$ cat src/rtl/iir_lpf_mc.sv
// ---------------------------------------------------------------------------
// iir_lpf_mc
//
// Time-multiplexed, multi-channel first-order IIR low-pass (leaky integrator)
// for the audio path. Samples from up to CHANNELS sources share one adder
// through a two-stage pipeline. Each channel keeps its own accumulator and a
// runtime-programmable smoothing shift.
//
//   acc_new = acc + ((x << MAX_SHIFT) - acc) >>> shift
//
// The accumulator carries MAX_SHIFT fraction bits, so its scale never depends
// on the active shift. A shift can therefore be reprogrammed at any time
// without rescaling the stored state. A shift of 0 bypasses the filter.
//
// Parameters
//   WIDTH         sample width in and out
//   CHANNELS      number of independent channels (>= 1)
//   SHIFT_W       width of the per-channel shift field
//   DEFAULT_SHIFT shift loaded into every channel at reset (<= 2^SHIFT_W-1)
//   SIGNED        0: unsigned samples, 1: two's complement samples
//
// Ports
//   clk        system clock
//   reset_n    asynchronous active-low reset
//   clk_en     sample-rate strobe; gates acceptance only
//   clear      synchronous pulse, zeroes all accumulators and flushes pipeline
//   in_valid   a sample is offered
//   in_ready   clk_en && !clear
//   in_ch      channel of the offered sample
//   in_data    sample value
//   cfg_we     write cfg_shift into channel cfg_ch
//   cfg_ch     channel to configure
//   cfg_shift  new shift value (0 = bypass)
//   out_valid  one-cycle pulse per filtered result
//   out_ch     channel of the result
//   out_data   filtered sample
// ---------------------------------------------------------------------------
module iir_lpf_mc #(
  parameter int WIDTH         = 16,
  parameter int CHANNELS      = 4,
  parameter int SHIFT_W       = 3,
  parameter int DEFAULT_SHIFT = 4,
  parameter int SIGNED        = 0,
  localparam int CH_W         = (CHANNELS > 1) ? $clog2(CHANNELS) : 1
) (
  input  logic               clk,
  input  logic               reset_n,
  input  logic               clk_en,
  input  logic               clear,
  input  logic               in_valid,
  output logic               in_ready,
  input  logic [CH_W-1:0]    in_ch,
  input  logic [WIDTH-1:0]   in_data,
  input  logic               cfg_we,
  input  logic [CH_W-1:0]    cfg_ch,
  input  logic [SHIFT_W-1:0] cfg_shift,
  output logic               out_valid,
  output logic [CH_W-1:0]    out_ch,
  output logic [WIDTH-1:0]   out_data
);

  localparam int MAX_SHIFT = (1 << SHIFT_W) - 1;
  localparam int AW        = WIDTH + MAX_SHIFT;
  // State arrays cover the full index space of the channel field, so an
  // out-of-range channel number never indexes past the end of an array.
  localparam int DEPTH     = 1 << CH_W;

  localparam logic [CH_W:0]      CH_LIMIT  = (CH_W + 1)'(CHANNELS);
  localparam logic [SHIFT_W-1:0] RST_SHIFT = SHIFT_W'(DEFAULT_SHIFT);

  // Sample scaled into accumulator fixed point, one guard bit on top so the
  // difference against the accumulator cannot overflow.
  function automatic logic signed [AW:0] target_of(input logic [WIDTH-1:0] x);
    logic ext;
    ext = (SIGNED != 0) ? x[WIDTH-1] : 1'b0;
    return {ext, x, {MAX_SHIFT{1'b0}}};
  endfunction

  // One leaky-integrator update. The result always lies between a and t, so
  // it fits in AW bits and the modular AW-bit add is exact.
  function automatic logic [AW-1:0] leaky_step(input logic [AW-1:0]        a,
                                               input logic signed [AW:0]   t,
                                               input logic [SHIFT_W-1:0]   s);
    logic signed [AW:0] a_ext;
    logic signed [AW:0] d;
    a_ext = {(SIGNED != 0) ? a[AW-1] : 1'b0, a};
    d     = t - a_ext;
    return a + AW'(d >>> s);
  endfunction

  logic [AW-1:0]      acc_q   [DEPTH];
  logic [SHIFT_W-1:0] shift_q [DEPTH];

  logic               accept;
  logic               cfg_ok;
  logic               fwd;
  logic [AW-1:0]      a_sel;

  logic               vld_p0;
  logic [CH_W-1:0]    ch_p0;
  logic [WIDTH-1:0]   x_p0;
  logic [SHIFT_W-1:0] s_p0;
  logic [AW-1:0]      a_p0;
  logic [AW-1:0]      acc_new_p0;

  logic               vld_p1;
  logic [CH_W-1:0]    ch_p1;
  logic [WIDTH-1:0]   data_p1;

  assign in_ready = clk_en & ~clear;
  assign accept   = in_valid & in_ready & ({1'b0, in_ch} < CH_LIMIT);
  assign cfg_ok   = cfg_we & ({1'b0, cfg_ch} < CH_LIMIT);

  // The accumulator written back this cycle is not yet visible in acc_q, so a
  // same-channel sample arriving now takes the freshly computed value.
  assign fwd   = vld_p0 & (ch_p0 == in_ch);
  assign a_sel = fwd ? acc_new_p0 : acc_q[in_ch];

  // ---- stage A: capture channel, sample, shift and accumulator -----------
  always_ff @(posedge clk) begin
    if (accept) begin
      ch_p0 <= in_ch;
      x_p0  <= in_data;
      s_p0  <= shift_q[in_ch];
      a_p0  <= a_sel;
    end
  end

  // ---- stage B: update, write back, register result -----------------------
  assign acc_new_p0 = leaky_step(a_p0, target_of(x_p0), s_p0);

  always_ff @(posedge clk or negedge reset_n) begin
    if (!reset_n) begin
      vld_p0  <= 1'b0;
      vld_p1  <= 1'b0;
      ch_p1   <= '0;
      data_p1 <= '0;
    end else begin
      vld_p0 <= accept;
      vld_p1 <= vld_p0 & ~clear;
      if (vld_p0 & ~clear) begin
        ch_p1   <= ch_p0;
        data_p1 <= acc_new_p0[AW-1:MAX_SHIFT];
      end
    end
  end

  // clear wins over the write-back of a sample still in stage B.
  always_ff @(posedge clk or negedge reset_n) begin
    if (!reset_n) begin
      for (int i = 0; i < DEPTH; i++) acc_q[i] <= '0;
    end else if (clear) begin
      for (int i = 0; i < DEPTH; i++) acc_q[i] <= '0;
    end else if (vld_p0) begin
      acc_q[ch_p0] <= acc_new_p0;
    end
  end

  always_ff @(posedge clk or negedge reset_n) begin
    if (!reset_n) begin
      for (int i = 0; i < DEPTH; i++) shift_q[i] <= RST_SHIFT;
    end else if (cfg_ok) begin
      shift_q[cfg_ch] <= cfg_shift;
    end
  end

  assign out_valid = vld_p1;
  assign out_ch    = ch_p1;
  assign out_data  = data_p1;

endmodule

$ cat config.mk
export PLATFORM = sky130hd
export DESIGN_NAME = iir_lpf_mc
export DESIGN_NICKNAME = d
export VERILOG_FILES = /design/src/rtl/iir_lpf_mc.sv
export SDC_FILE = /design/constraint.sdc
export NUM_CORES = 1
export LEC_CHECK = 0
export ABC_AREA = 1
export CAP_MARGIN = 20
export CORE_ASPECT_RATIO = 1.25
export CORE_UTILIZATION = 60
export CTS_CLUSTER_DIAMETER = 60
export DETAILED_ROUTE_END_ITERATION = 12
export PLACE_DENSITY = 0.79
export SLEW_MARGIN = 40
export SYNTH_ARGS = -nofsm -noshare
export SYNTH_HDL_FRONTEND = slang
export SYNTH_SLANG_ARGS = --single-unit
$ cat constraint.sdc
create_clock -name clk -period 7.85 [get_ports clk]
set_input_delay 1.1775 -clock clk [delete_from_list [all_inputs] [get_ports clk]]
set_output_delay 1.1775 -clock clk [all_outputs]
set_load 0.02 [all_outputs]
==> results.toml <==
[synthesis]
synth_cells = 1236
synth.distinct_cells = 48
synthTopCellsByArea = "dfrtp_1 (30%), edfxtp_1 (13%), nand2_1 (11%), o21ai_0 (7.8%), ha_1 (5.4%)"
yosys.area.top_type = "dfrtp_1"
ys.warnings.count = 0
post-synth-top-count-cell = "nand2_1"
synth-seq-cells = 168
synthArstFlopShare = 0.738
ys_seq_area_frac = 0.446
synth_edf_count = 44
synth_common_cells = "nand2_1 (303), o21ai_0 (154), inv_1 (125)"
synth_area_um2 = 9940
avgSynthCellArea_um2 = 8.04
synth_top_area_frac = 0.302
synth_ff_type = "dfrtp_1"
synthesis.nets = 1309

[run_status]
status = "finished clean"

[drt]
via_count = 8791
drc = 0
wl_per_cell_um = 17.2
viasPerCell = 5.90
drt-initial-drc-count = 827
ant_nets = 0
routed_wl_um = 25600
dr.pass1.iters = 5

[global_route]
met3_usage = 0.0562
overflow = 0
grt_start_max_net_pins = 66
grt_pass1_vias = 8516
grt_use_met2 = 0.527
gr-usage-met1 = 0.399
grt_usage = 0.316
busiest_layer = "met2"
grt_pass1_wl_um = 41200
antenna_found_initial = 0

[clock_network]
root_buffer = "clkbuf_16"
cts_repair_resize_count = 0
cts_setup_buffers = 0
clk_pin_slew_worst_paths_ns = 0.07
cts_tree = "done"
clockBufferDepth = 2
clk_latency_ns = 0.45
cts_made_buffers = 17
hold_buffers = 0
cts_sinks = 168
htreeDepth = 4

[critical_path]
rrSetupSlack_ns = 3.44
crit_path_max_fanout = 5
rr_worst_depth = 24
crit_top_cell = "nand2_1"
slowest_delay_ns = 0.42
start_kind = "register"
path_cells = "inv_1 -> ha_1 -> nand2_1 -> nor2_1 -> inv_1 -> o31ai_1 -> xor2_1 -> inv_1 -> o21ai_1 -> nand2_1 -> o21ai_1 -> mux2i_1 -> ha_1 -> nand2_1 -> nand2_1 -> a31oi_1 -> nand3_2 -> a21oi_2 -> o21bai_2 -> nand2_1 -> nand2_1 -> xor2_2 -> nand2_2 -> o21ai_2"
r2r-start = "a_p0[11]"
path_delay_family = "compound AO/OA/AOI/OAI gates"
cp_slowest_cell = "edfxtp_1"
reg2reg_to = "acc_q[88]"
cp-end-kind = "register"
cp_data_required_time_ns = 8.22
worst-path-buf-inv = 3
arrival_ns = 4.79
critPathKind = "register to register"
critical_path.startpoint = "a_p0[11]"
path_depth = 24

[worst_hold_path]
hold-path-cell-count = 2
min_from = "acc_q[45]"
hold_class = "register to register"
hold_end = "acc_q[45]"

[placement]
postPlaceCellArea_um2 = 10500
port_buffers = 48
dp_hpwl_um = 17800
dp_cells = 1459
gp_congestion = 0.950

[sta]
final.setup_skew_ns = 0.0111
fmax_mhz = 227
setup_tns_ns = 0
hold_viol = 0
period_share = 0.562
max_slew_margin = 0.415
rsz0062_at_grt = "false"
slew_violations = 0
fin_crit_ns = 4.41
final-setup-viol-count = 0
timing.hold.ws_ns = 0.480
worstMarginPinSlew_ns = 0.876

[power]
leakage_uw = 0.00514
vdd_drop_max_v = 0.000152
p_per_area_nw_per_um2 = 217

[floorplan]
coreArea_um2 = 16200
die-area_um2 = 17100
ios = 49
die_h_um = 146
initial_core_util = 0.613
rows = 52
die_w_um = 117

[cells_and_area]
final_layout_size_suffix_gt1_frac = 0.0753
stdcell_area_um2 = 11200
stdcell_count = 1491
fin_nets = 1335
antenna_cells = 0
area_growth_syn_to_layout_pct = 12.4

[job]
drv_cap = 0
power breakdown:
group	switching, uW	internal, uW	total, uW
clock network	380	497	877
registers	36.6	961	997
logic	342	201	544
registers in the layout (all words and copies together), names as in the netlist:
| name | flops |
|---|---|
| x_p0 | 16 |
| shift_q | 12 |
| acc_q | 92 |
| ch_p0 | 2 |
| out_valid | 1 |
| out_ch | 2 |
| a_p0 | 23 |
| out_data | 16 |
| s_p0 | 3 |
| vld_p0 | 1 |
cell type report:
| class | instances | area (um2) |
|---|---|---|
| inverters | 133 | 500 |
| multi-input cells | 887 | 4820 |
| well taps | 216 | 270 |
| repair buffers | 55 | 533 |
| fillers | 1296 | 5030 |
| flip-flops and latches | 168 | 4430 |
| clock buffers | 19 | 454 |
| clock inverters | 13 | 159 |
per-stage QoR:
| stage | setup slack, ns | util | total power (uW) |
|---|---|---|---|
| 2_1_floorplan | 4.30 | - | 1360 |
| 3_3_place_gp | 3.58 | 0.651 | 1540 |
| 3_5_place_dp | 3.51 | 0.651 | 1550 |
| 4_1_cts | 3.49 | 0.689 | 2420 |
| 5_1_grt | 3.09 | 0.689 | 2520 |
| 6_report | 3.44 | 0.689 | 2420 |
worst max-delay path by stage:
stage | endpoint | slack [ns]
after floorplan | a_p0[19] | 4.30
after global placement | a_p0[15] | 3.58
after detailed placement | acc_q[88] | 3.51
after CTS | acc_q[88] | 3.49
after global routing | acc_q[87] | 3.09
final | acc_q[88] | 3.44
layout by cell type (no fill, tap or decap), types with 3 or more instances in the layout:
master	instances
nand3_1	50
clkinv_2	3
inv_2	4
nor3_2	5
a21o_1	3
clkdlybuf4s50_1	46
a21oi_2	4
dfrtp_1	120
xnor2_1	9
o21ai_0	154
nand4_1	5
nor2_1	67
o21bai_1	5
nand2_1	303
inv_1	125
a21oi_1	67
xor2_1	29
nand3_2	8
dfstp_2	4
a31oi_1	14
mux2i_1	8
clkinv_1	3
edfxtp_1	44
clkbuf_16	18
o21bai_2	5
nor2_2	6
o21ai_2	4
inv_6	5
nand2_2	7
ha_1	43
buf_4	6
o21ai_1	31
o22ai_1	37
worst reg2reg max path, stage by stage, from the launching register on:
cell	delay, ns
edfxtp_1	0.42
inv_1	0.07
ha_1	0.35
nand2_1	0.12
nor2_1	0.19
inv_1	0.06
o31ai_1	0.31
xor2_1	0.21
inv_1	0.08
o21ai_1	0.16
nand2_1	0.07
o21ai_1	0.14
mux2i_1	0.11
ha_1	0.38
nand2_1	0.10
nand2_1	0.07
a31oi_1	0.28
nand3_2	0.20
a21oi_2	0.26
o21bai_2	0.10
nand2_1	0.06
nand2_1	0.07
xor2_2	0.22
nand2_2	0.15
o21ai_2	0.16
cell families after synthesis:
kind of cell | count (synthesis) | share of synthesized area
AND/OR/NAND/NOR | 459 | 0.194
AO/OA/AOI/OAI | 336 | 0.189
buffers and inverters | 181 | 0.0701
flip-flops | 168 | 0.446
adder cells (fa/ha/maj) | 44 | 0.0562
XOR/XNOR | 40 | 0.0368
multiplexers | 8 | 0.00806
metal layers:
| metal | part of all wire | vias to the layer above |
|---|---|---|
| met3 | 0.066 | 72 |
| li1 | - | 4188 |
| met5 | 0 | - |
| met1 | 0.40 | 4185 |
| met4 | 0.033 | 0 |
| met2 | 0.50 | 346 |
No activity file was read; power rests on OpenSTA's default activity.
